### src/rtl/zjh_vote_pkg.sv
// Shared definitions for the judge-vote controller: state encodings,
// default timing parameters and a 3-bit popcount helper.
package zjh_vote_pkg;

    typedef enum logic [1:0] {
        ST_IDLE   = 2'd0,
        ST_VOTE   = 2'd1,
        ST_RESULT = 2'd2
    } state_t;

    localparam int DEF_WIN_CYC  = 16;
    localparam int DEF_HOLD_CYC = 4;
    localparam int DEF_TW       = 5;

    function automatic logic [1:0] popcount3(input logic [2:0] v);
        return {1'b0, v[0]} + {1'b0, v[1]} + {1'b0, v[2]};
    endfunction

endpackage

### src/rtl/zjh_vote_if.sv
// Control/status bundle of the vote controller; master drives the round
// controls and judge buttons, slave is the controller.
interface zjh_vote_if #(
    parameter int TW = 5
);
    logic          start;
    logic          abort;
    logic [2:0]    vote;
    logic          busy;
    logic [1:0]    state;
    logic [2:0]    latched;
    logic [1:0]    count;
    logic [TW-1:0] timer;
    logic          done;
    logic          pass;

    modport master (
        output start, abort, vote,
        input  busy, state, latched, count, timer, done, pass
    );

    modport slave (
        input  start, abort, vote,
        output busy, state, latched, count, timer, done, pass
    );
endinterface

### src/rtl/zjh_jtd.sv
// Three-input majority voter: high when at least two judges agree.
module zjh_jtd (
    input  logic [2:0] v,
    output logic       maj
);
    assign maj = (v[2] & v[1]) | (v[2] & v[0]) | (v[1] & v[0]);
endmodule

### src/rtl/zjh_vote_ctrl.sv
// Voting-round controller: opens a timed window, captures sticky judge votes,
// closes early on a full house, and holds the majority verdict for a while.
//   state   | meaning
//   IDLE    | waiting for start; verdict cleared, last capture kept
//   VOTE    | window open, votes accumulate, timer counts down
//   RESULT  | verdict valid and held, timer counts down
module zjh_vote_ctrl
    import zjh_vote_pkg::*;
#(
    parameter int WIN_CYC  = DEF_WIN_CYC,
    parameter int HOLD_CYC = DEF_HOLD_CYC,
    parameter int TW       = DEF_TW
) (
    input  logic         clk,
    input  logic         rst_n,
    zjh_vote_if.slave    bus
);

    localparam logic [TW-1:0] WIN_LOAD  = TW'(WIN_CYC - 1);
    localparam logic [TW-1:0] HOLD_LOAD = TW'(HOLD_CYC - 1);
    localparam logic [TW-1:0] ONE       = TW'(1);

    state_t        state_q, state_n;
    logic [2:0]    latched_q, latched_n;
    logic [TW-1:0] timer_q, timer_n;
    logic          done_q, done_n;
    logic          pass_q, pass_n;

    logic [2:0]    acc;
    logic          maj;

    // Votes present in the closing cycle must count, so the voter sees the
    // live buttons merged with the capture, not just the register.
    assign acc = latched_q | bus.vote;

    zjh_jtd u_jtd (
        .v   (acc),
        .maj (maj)
    );

    always_ff @(posedge clk) begin
        if (!rst_n) begin
            state_q   <= ST_IDLE;
            latched_q <= '0;
            timer_q   <= '0;
            done_q    <= 1'b0;
            pass_q    <= 1'b0;
        end else begin
            state_q   <= state_n;
            latched_q <= latched_n;
            timer_q   <= timer_n;
            done_q    <= done_n;
            pass_q    <= pass_n;
        end
    end

    always_comb begin
        state_n   = state_q;
        latched_n = latched_q;
        timer_n   = timer_q;
        done_n    = 1'b0;
        pass_n    = pass_q;
        case (state_q)
            ST_IDLE: begin
                pass_n = 1'b0;
                if (bus.start && !bus.abort) begin
                    state_n   = ST_VOTE;
                    latched_n = '0;
                    timer_n   = WIN_LOAD;
                end
            end
            ST_VOTE: begin
                if (bus.abort) begin
                    state_n   = ST_IDLE;
                    latched_n = '0;
                    timer_n   = '0;
                    pass_n    = 1'b0;
                end else if (timer_q == '0 || acc == 3'b111) begin
                    state_n   = ST_RESULT;
                    latched_n = acc;
                    pass_n    = maj;
                    done_n    = 1'b1;
                    timer_n   = HOLD_LOAD;
                end else begin
                    latched_n = acc;
                    timer_n   = timer_q - ONE;
                end
            end
            ST_RESULT: begin
                if (bus.abort) begin
                    state_n   = ST_IDLE;
                    latched_n = '0;
                    timer_n   = '0;
                    pass_n    = 1'b0;
                end else if (timer_q == '0) begin
                    state_n = ST_IDLE;
                    pass_n  = 1'b0;
                end else begin
                    timer_n = timer_q - ONE;
                end
            end
            default: begin
                state_n   = ST_IDLE;
                latched_n = '0;
                timer_n   = '0;
                pass_n    = 1'b0;
            end
        endcase
    end

    assign bus.busy    = (state_q == ST_VOTE) || (state_q == ST_RESULT);
    assign bus.state   = state_q;
    assign bus.latched = latched_q;
    assign bus.count   = popcount3(latched_q);
    assign bus.timer   = timer_q;
    assign bus.done    = done_q;
    assign bus.pass    = pass_q;

endmodule
### src/flat_wrapper.sv
// flat-port wrapper written by rule: the top's interface ports become plain ports
module zjh_vote_ctrl_flat import zjh_vote_pkg::*;
#(
    parameter int WIN_CYC  = DEF_WIN_CYC,
    parameter int HOLD_CYC = DEF_HOLD_CYC,
    parameter int TW       = DEF_TW
)
  (clk, rst_n, bus_start, bus_abort, bus_vote, bus_busy, bus_state, bus_latched, bus_count, bus_timer, bus_done, bus_pass);
  zjh_vote_if #(.TW(TW)) bus_i ();
  input  logic clk;
  input  logic rst_n;
  input wire logic [$bits(bus_i.start)-1:0] bus_start;
  input wire logic [$bits(bus_i.abort)-1:0] bus_abort;
  input wire logic [$bits(bus_i.vote)-1:0] bus_vote;
  output wire logic [$bits(bus_i.busy)-1:0] bus_busy;
  output wire logic [$bits(bus_i.state)-1:0] bus_state;
  output wire logic [$bits(bus_i.latched)-1:0] bus_latched;
  output wire logic [$bits(bus_i.count)-1:0] bus_count;
  output wire logic [$bits(bus_i.timer)-1:0] bus_timer;
  output wire logic [$bits(bus_i.done)-1:0] bus_done;
  output wire logic [$bits(bus_i.pass)-1:0] bus_pass;
  assign bus_i.start = bus_start;
  assign bus_i.abort = bus_abort;
  assign bus_i.vote = bus_vote;
  assign bus_busy = bus_i.busy;
  assign bus_state = bus_i.state;
  assign bus_latched = bus_i.latched;
  assign bus_count = bus_i.count;
  assign bus_timer = bus_i.timer;
  assign bus_done = bus_i.done;
  assign bus_pass = bus_i.pass;
  zjh_vote_ctrl #(.WIN_CYC(WIN_CYC), .HOLD_CYC(HOLD_CYC), .TW(TW)) u_core (.clk(clk), .rst_n(rst_n), .bus(bus_i));
endmodule
### config.mk
export PLATFORM = sky130hd
export DESIGN_NAME = zjh_vote_ctrl_flat
export DESIGN_NICKNAME = d
export VERILOG_FILES = /design/src/rtl/zjh_vote_pkg.sv /design/src/rtl/zjh_vote_if.sv /design/src/rtl/zjh_jtd.sv /design/src/rtl/zjh_vote_ctrl.sv /design/src/flat_wrapper.sv
export SDC_FILE = /design/constraint.sdc
export NUM_CORES = 1
export LEC_CHECK = 0
export ABC_AREA = 1
export CAP_MARGIN = 5
export CORE_MARGIN = 4
export CORE_UTILIZATION = 40
export CTS_BUF_LIST = sky130_fd_sc_hd__clkbuf_8 sky130_fd_sc_hd__clkbuf_16
export CTS_CLUSTER_SIZE = 25
export DETAILED_ROUTE_END_ITERATION = 12
export DONT_BUFFER_PORTS = 1
export PLACE_DENSITY_LB_ADDON = 0.05
export SLEW_MARGIN = 40
export SYNTH_ARGS = -nofsm -noshare
export SYNTH_HDL_FRONTEND = slang
export SYNTH_SLANG_ARGS = --single-unit
### constraint.sdc
create_clock -name clk -period 4.2 [get_ports clk]
set_input_delay 0.63 -clock clk [delete_from_list [all_inputs] [get_ports clk]]
set_output_delay 0.63 -clock clk [all_outputs]
set_load 0.005 [all_outputs]
# After elaboration in Yosys (flattened, before gate mapping)
# Cells that the tools add are included.
[totals] ff_bits=12 out_inout_bits=15 elab_cells=57
[op_classes] addsub=3 eq_ne=8 n_mux=22 bitwise=8 reduce_logical=11
[op_table] cell="$mux 5" n=5
[op_table] cell="$pmux 5 s3" n=1
[op_table] cell="$mux 2" n=5
[op_table] cell="$mux 3" n=3
[op_table] cell="$pmux 3 s3" n=1
[op_table] cell="$ne 3x2->1 const B" n=2
[op_table] cell="$pmux 2 s3" n=1
[op_table] cell="$reduce_and 2->1" n=3
[op_table] cell="$logic_not 5->1" n=1
[op_table] cell="$mux 1" n=5
[op_table] cell="$sub 5x1->5 const B" n=1
[op_table] cell="$and 1x1->1" n=3
[op_table] cell="$eq 3x3->1 const B" n=1
[op_table] cell="$ne 3x3->1 const B" n=1
[op_table] cell="$or 3x3->3" n=1
[op_table] cell="$reduce_and 3->1" n=1
[op_table] cell="$reduce_or 3->1" n=1
[op_table] cell="$add 1x1->2" n=1
[op_table] cell="$add 2x1->2" n=1
[op_table] cell="$eq 2x1->1 const B" n=1
[op_table] cell="$eq 2x2->1 const B" n=1
[op_table] cell="$logic_not 2->1" n=1
[op_table] cell="$logic_or 1x1->1" n=2
[op_table] cell="$ne 2x1->1 const B" n=1
[op_table] cell="other kinds (6)" n=8

# Logic depth before layout (Yosys ltp)
[logic_depth] word_depth=7 mapped_depth=10 depth_no_buf=10

# Modules after synthesis
# From an unflattened synthesis, not the netlist that was laid out.
[unflattened] cells_unflattened=108 area_unflattened_um2=788.3
[modules_own_cells] mod="zjh_vote_ctrl" instances=1 cells_each=104 area_per_inst_um2=767.0 seq_area_each_um2=240.2
[modules_own_cells] mod="zjh_jtd" instances=1 cells_each=4 area_per_inst_um2=21.3 seq_area_each_um2=0.0

# Worst setup path after synthesis
# OpenSTA, ideal clock, no wires.
[synth_path] path_type="reg-to-output" start="reg u_core.latched_q[0], in the netlist u_core.bus.latched[0]" end="out bus_count[0]" arrival_time_ps=880 required_time_ps=3570 slack_ps=2690 stages_incl_launch_ff=2 n_path_buf=0 path_cell_list="dfxtp_1 > fa_1"
[synth_between] elab_chain_cells=2
[synth_rtl] element="start: declaration" line="zjh_vote_ctrl.sv:24" rtl="logic [2:0] latched_q, latched_n;"
[synth_rtl] element="start signal: assignment" line="zjh_vote_ctrl.sv:50" rtl="latched_q <= latched_n;"
[synth_rtl] element="$add 1x1->2" line="zjh_vote_pkg.sv:16" rtl="return {1'b0, v[0]} + {1'b0, v[1]} + {1'b0, v[2]};"
[synth_rtl] element="$add 2x1->2" line="zjh_vote_pkg.sv:16"
[synth_rtl] element="end: declaration" line="flat_wrapper.sv:18" rtl="output wire logic [$bits(bus_i.count)-1:0] bus_count;"
# No other way between the ends.

# Worst setup path in the final report
# Same ends and word-level chain as after synthesis.

==> summary.md <==
| Metric | Value |
|---|---|
| Worst hold start | `rst_n` |
| Worst min-delay path class | `input pin to flip-flop` |
| Worst slack at placement | `about 2.7 ns` |
| WP data required | `roughly 3.6 ns` |
| WS Path Type | `flip-flop to output pin` |
| DRT antenna net count | `0` |
| Worst setup EP type | `output pin` |
| Gr usage total | `~14%` |
| DPL Wire Length | `1300 um` |
| GP Congestion | `approximately 0.77` |
| H-tree levels | `1` |
| Sequential-to-total area share from yosys stat | `29.9%` |
| Crit path cell chain | `fa_1` |
| Drt first pass iters | `4` |
| Total gr overflow | `0` |
| Root Buffer | `clkbuf_8` |
| Commonest cells post-synth | `nand2_1 (27), inv_1 (17), dfxtp_1 (12)` |
| Yosys warning total | `0` |
| Fmax | `about 0.56 GHz` |
| Post-route clock period utilization | `42.4%` |
| Antenna cell count | `0` |
| Worst path depth | `1` |
| Status | `complete, no violations` |
| First-pass GRT wire length | `2790 um` |
| CP arrival | `1.15 ns` |
| Hold path cells | `2` |
| Slew margin rel. | `between 80% and 90%` |
| Async S/R FF share, synth | `0%` |
| Post-CTS Setup Bufs | `0` |
| RSZ-0062 raised after global routing | `false` |
| Post-CTS Resized | `0` |
| PwrDens | `869 nW/um2` |
| Drt via density | `4.67` |
| CP max FO | `4` |
| Largest delay share family, worst path | `adder cells` |
| TritonCTS Sinks | `12` |
| Max cap viols | `0` |
| Initial antenna violation count | `0` |
| Final slew viol count | `0` |
| Synth top area cells | `dfxtp_1 (30%), nand2_1 (13%), inv_1 (7.9%)` |
| Mapped Area | `around 800 um2` |
| Period minus WS final | `between 1.5 and 2 ns` |
| Yosys top cell by area | `dfxtp_1` |
| Wire per inst | `around 11 um` |
| Worst Skew | `between 0.003 and 0.004 ns` |
| Crit path buf inv count | `0` |
| Flops & latches, synth | `12` |
| Core box area | `~1800 um2` |
| Leak pwr | `~0.43 nW` |
| IO Count | `22` |
| Area growth, synth to finish | `10.7%` |
| Final Hold Viols | `0` |
| Critical Path Start | `u_core.bus.latched[0]` |
| Top-count cell post-synth | `nand2_1` |
| Die area | `~2800 um2` |
| Largest net degree at the start of global routing | `9` |
| Top cell type's share of synthesized area | `29.9%` |
| CTS tree | `yes` |
| Clock Path Buffers | `2` |
| Worst Max-Slew Pin Slew | `0.277 ns` |
| Synthesized instance count | `112` |
| Distinct cells, synth | `23` |
| IR drop worst, VDD | `between 0.3 and 0.4 mV` |
| Final Worst Setup Slack | `roughly 2.4 ns` |
| Mean Syn Cell Area | `roughly 7.2 um2` |
| Layout cell share with drive strength beyond 1 | `between 10% and 20%` |
| # rows | `15` |
| R2R Path Start | `u_core.bus.state[0]` |
| Number of global-route vias before repair | `~640` |
| Critical path's slowest cell | `fa_1` |
| Routed wire length | `between 1500 and 2000 um` |
| Primary FF master, synth | `dfxtp_1` |
| Drt initial violations | `6` |
| Clock-pin slew on the worst setup and hold paths | `~0.05 ns` |
| Skew-Pair Late Insertion Delay | `0.24 ns` |
| Syn Nets | `approximately 130` |
| Number of remaining DRC errors | `0` |
| Slowest cell delay on critical path | `about 0.56 ns` |
| R2R cell count | `7` |
| # setup viols final | `0` |
| Post-synth EDFFs | `0` |
| Final #Nets | `130` |
| Num CTS Buffers | `3` |
| Die Y | `around 53 um` |
| Hold_buf cts | `0` |
| Vias | `around 660` |
| Critical Path Start Type | `flip-flop` |
| Setup TNS | `0 ns` |
| Die X | `approximately 53 um` |
| Initial Utilization | `around 44%` |
| PortBufs | `0` |
-- report_power, final --
group	switching [mW]	internal, mW
clock	0.0414	0.0827
combinational	0.276	0.161
sequential	0.0549	0.157
-- routing by layer --
metal  share of wire [%]  GRT usage (%)
met1                  48           17.7
met2                  43           20.9
met3                 8.4           7.12
met4                0.50           2.55
met5                   0              0
-- flip-flops by register name, indices dropped and copies added, names as in the netlist --
signal              flops
u_core.bus.timer        5
u_core.bus.state        2
u_core.bus.pass         1
u_core.bus.latched      3
u_core.bus.done         1
-- cell families (layout without fill, tap and decap cells) --
| family | count (synthesis) | after routing | share of synthesized area, % |
|---|---|---|---|
| buf+inv | 23 | 27 | 11.4 |
| simple gates | 54 | 54 | 35.3 |
| compound gates | 15 | 15 | 11.0 |
| xor+xnor | 2 | 2 | 2.18 |
| flops | 12 | 12 | 29.9 |
| fa+ha+maj | 6 | 6 | 10.3 |
-- layout make-up --
cell class              count  area [um2]
clock buffers               4        55.1
fillers                   198         930
inverters                  23        91.3
multi-input cells          77         473
flip-flops and latches     12         240
well taps                  25        31.3
-- path summary, 6_finish.rpt --
path / endpoint / slack [ns]
setup / recovery: bus_count[0] / 2.42
hold / removal: u_core.bus.state[1] / 0.50
hold reg to reg: u_core.bus.timer[4] / 0.51
setup reg to reg: u_core.bus.timer[3] / 2.67
-- layout by cell type, fill, tap and decap left out, drive strengths merged --
cell type / n
dfxtp: 12
nand2: 33
nor2: 7
xor2: 2
nand3: 12
nor3: 1
o21ai: 3
ha: 5
clkbuf: 4
inv: 21
a21oi: 11
fa: 1
a211oi: 1
clkinv: 2
nand4: 1
-- metrics by stage --
stage                     util, %  total power, mW  hold WS (ns)  area [um2]  std cells
after floorplan                 -            0.578         0.474         805        112
after global placement       45.9            0.662         0.504         836        137
after detailed placement     45.9            0.660         0.502         836        137
after CTS                    48.9            0.787         0.499         891        141
after global routing         48.9            0.864         0.523         891        141
final                        48.9            0.774         0.505         891        141
Note: power is estimated with default switching activity, not from simulation.
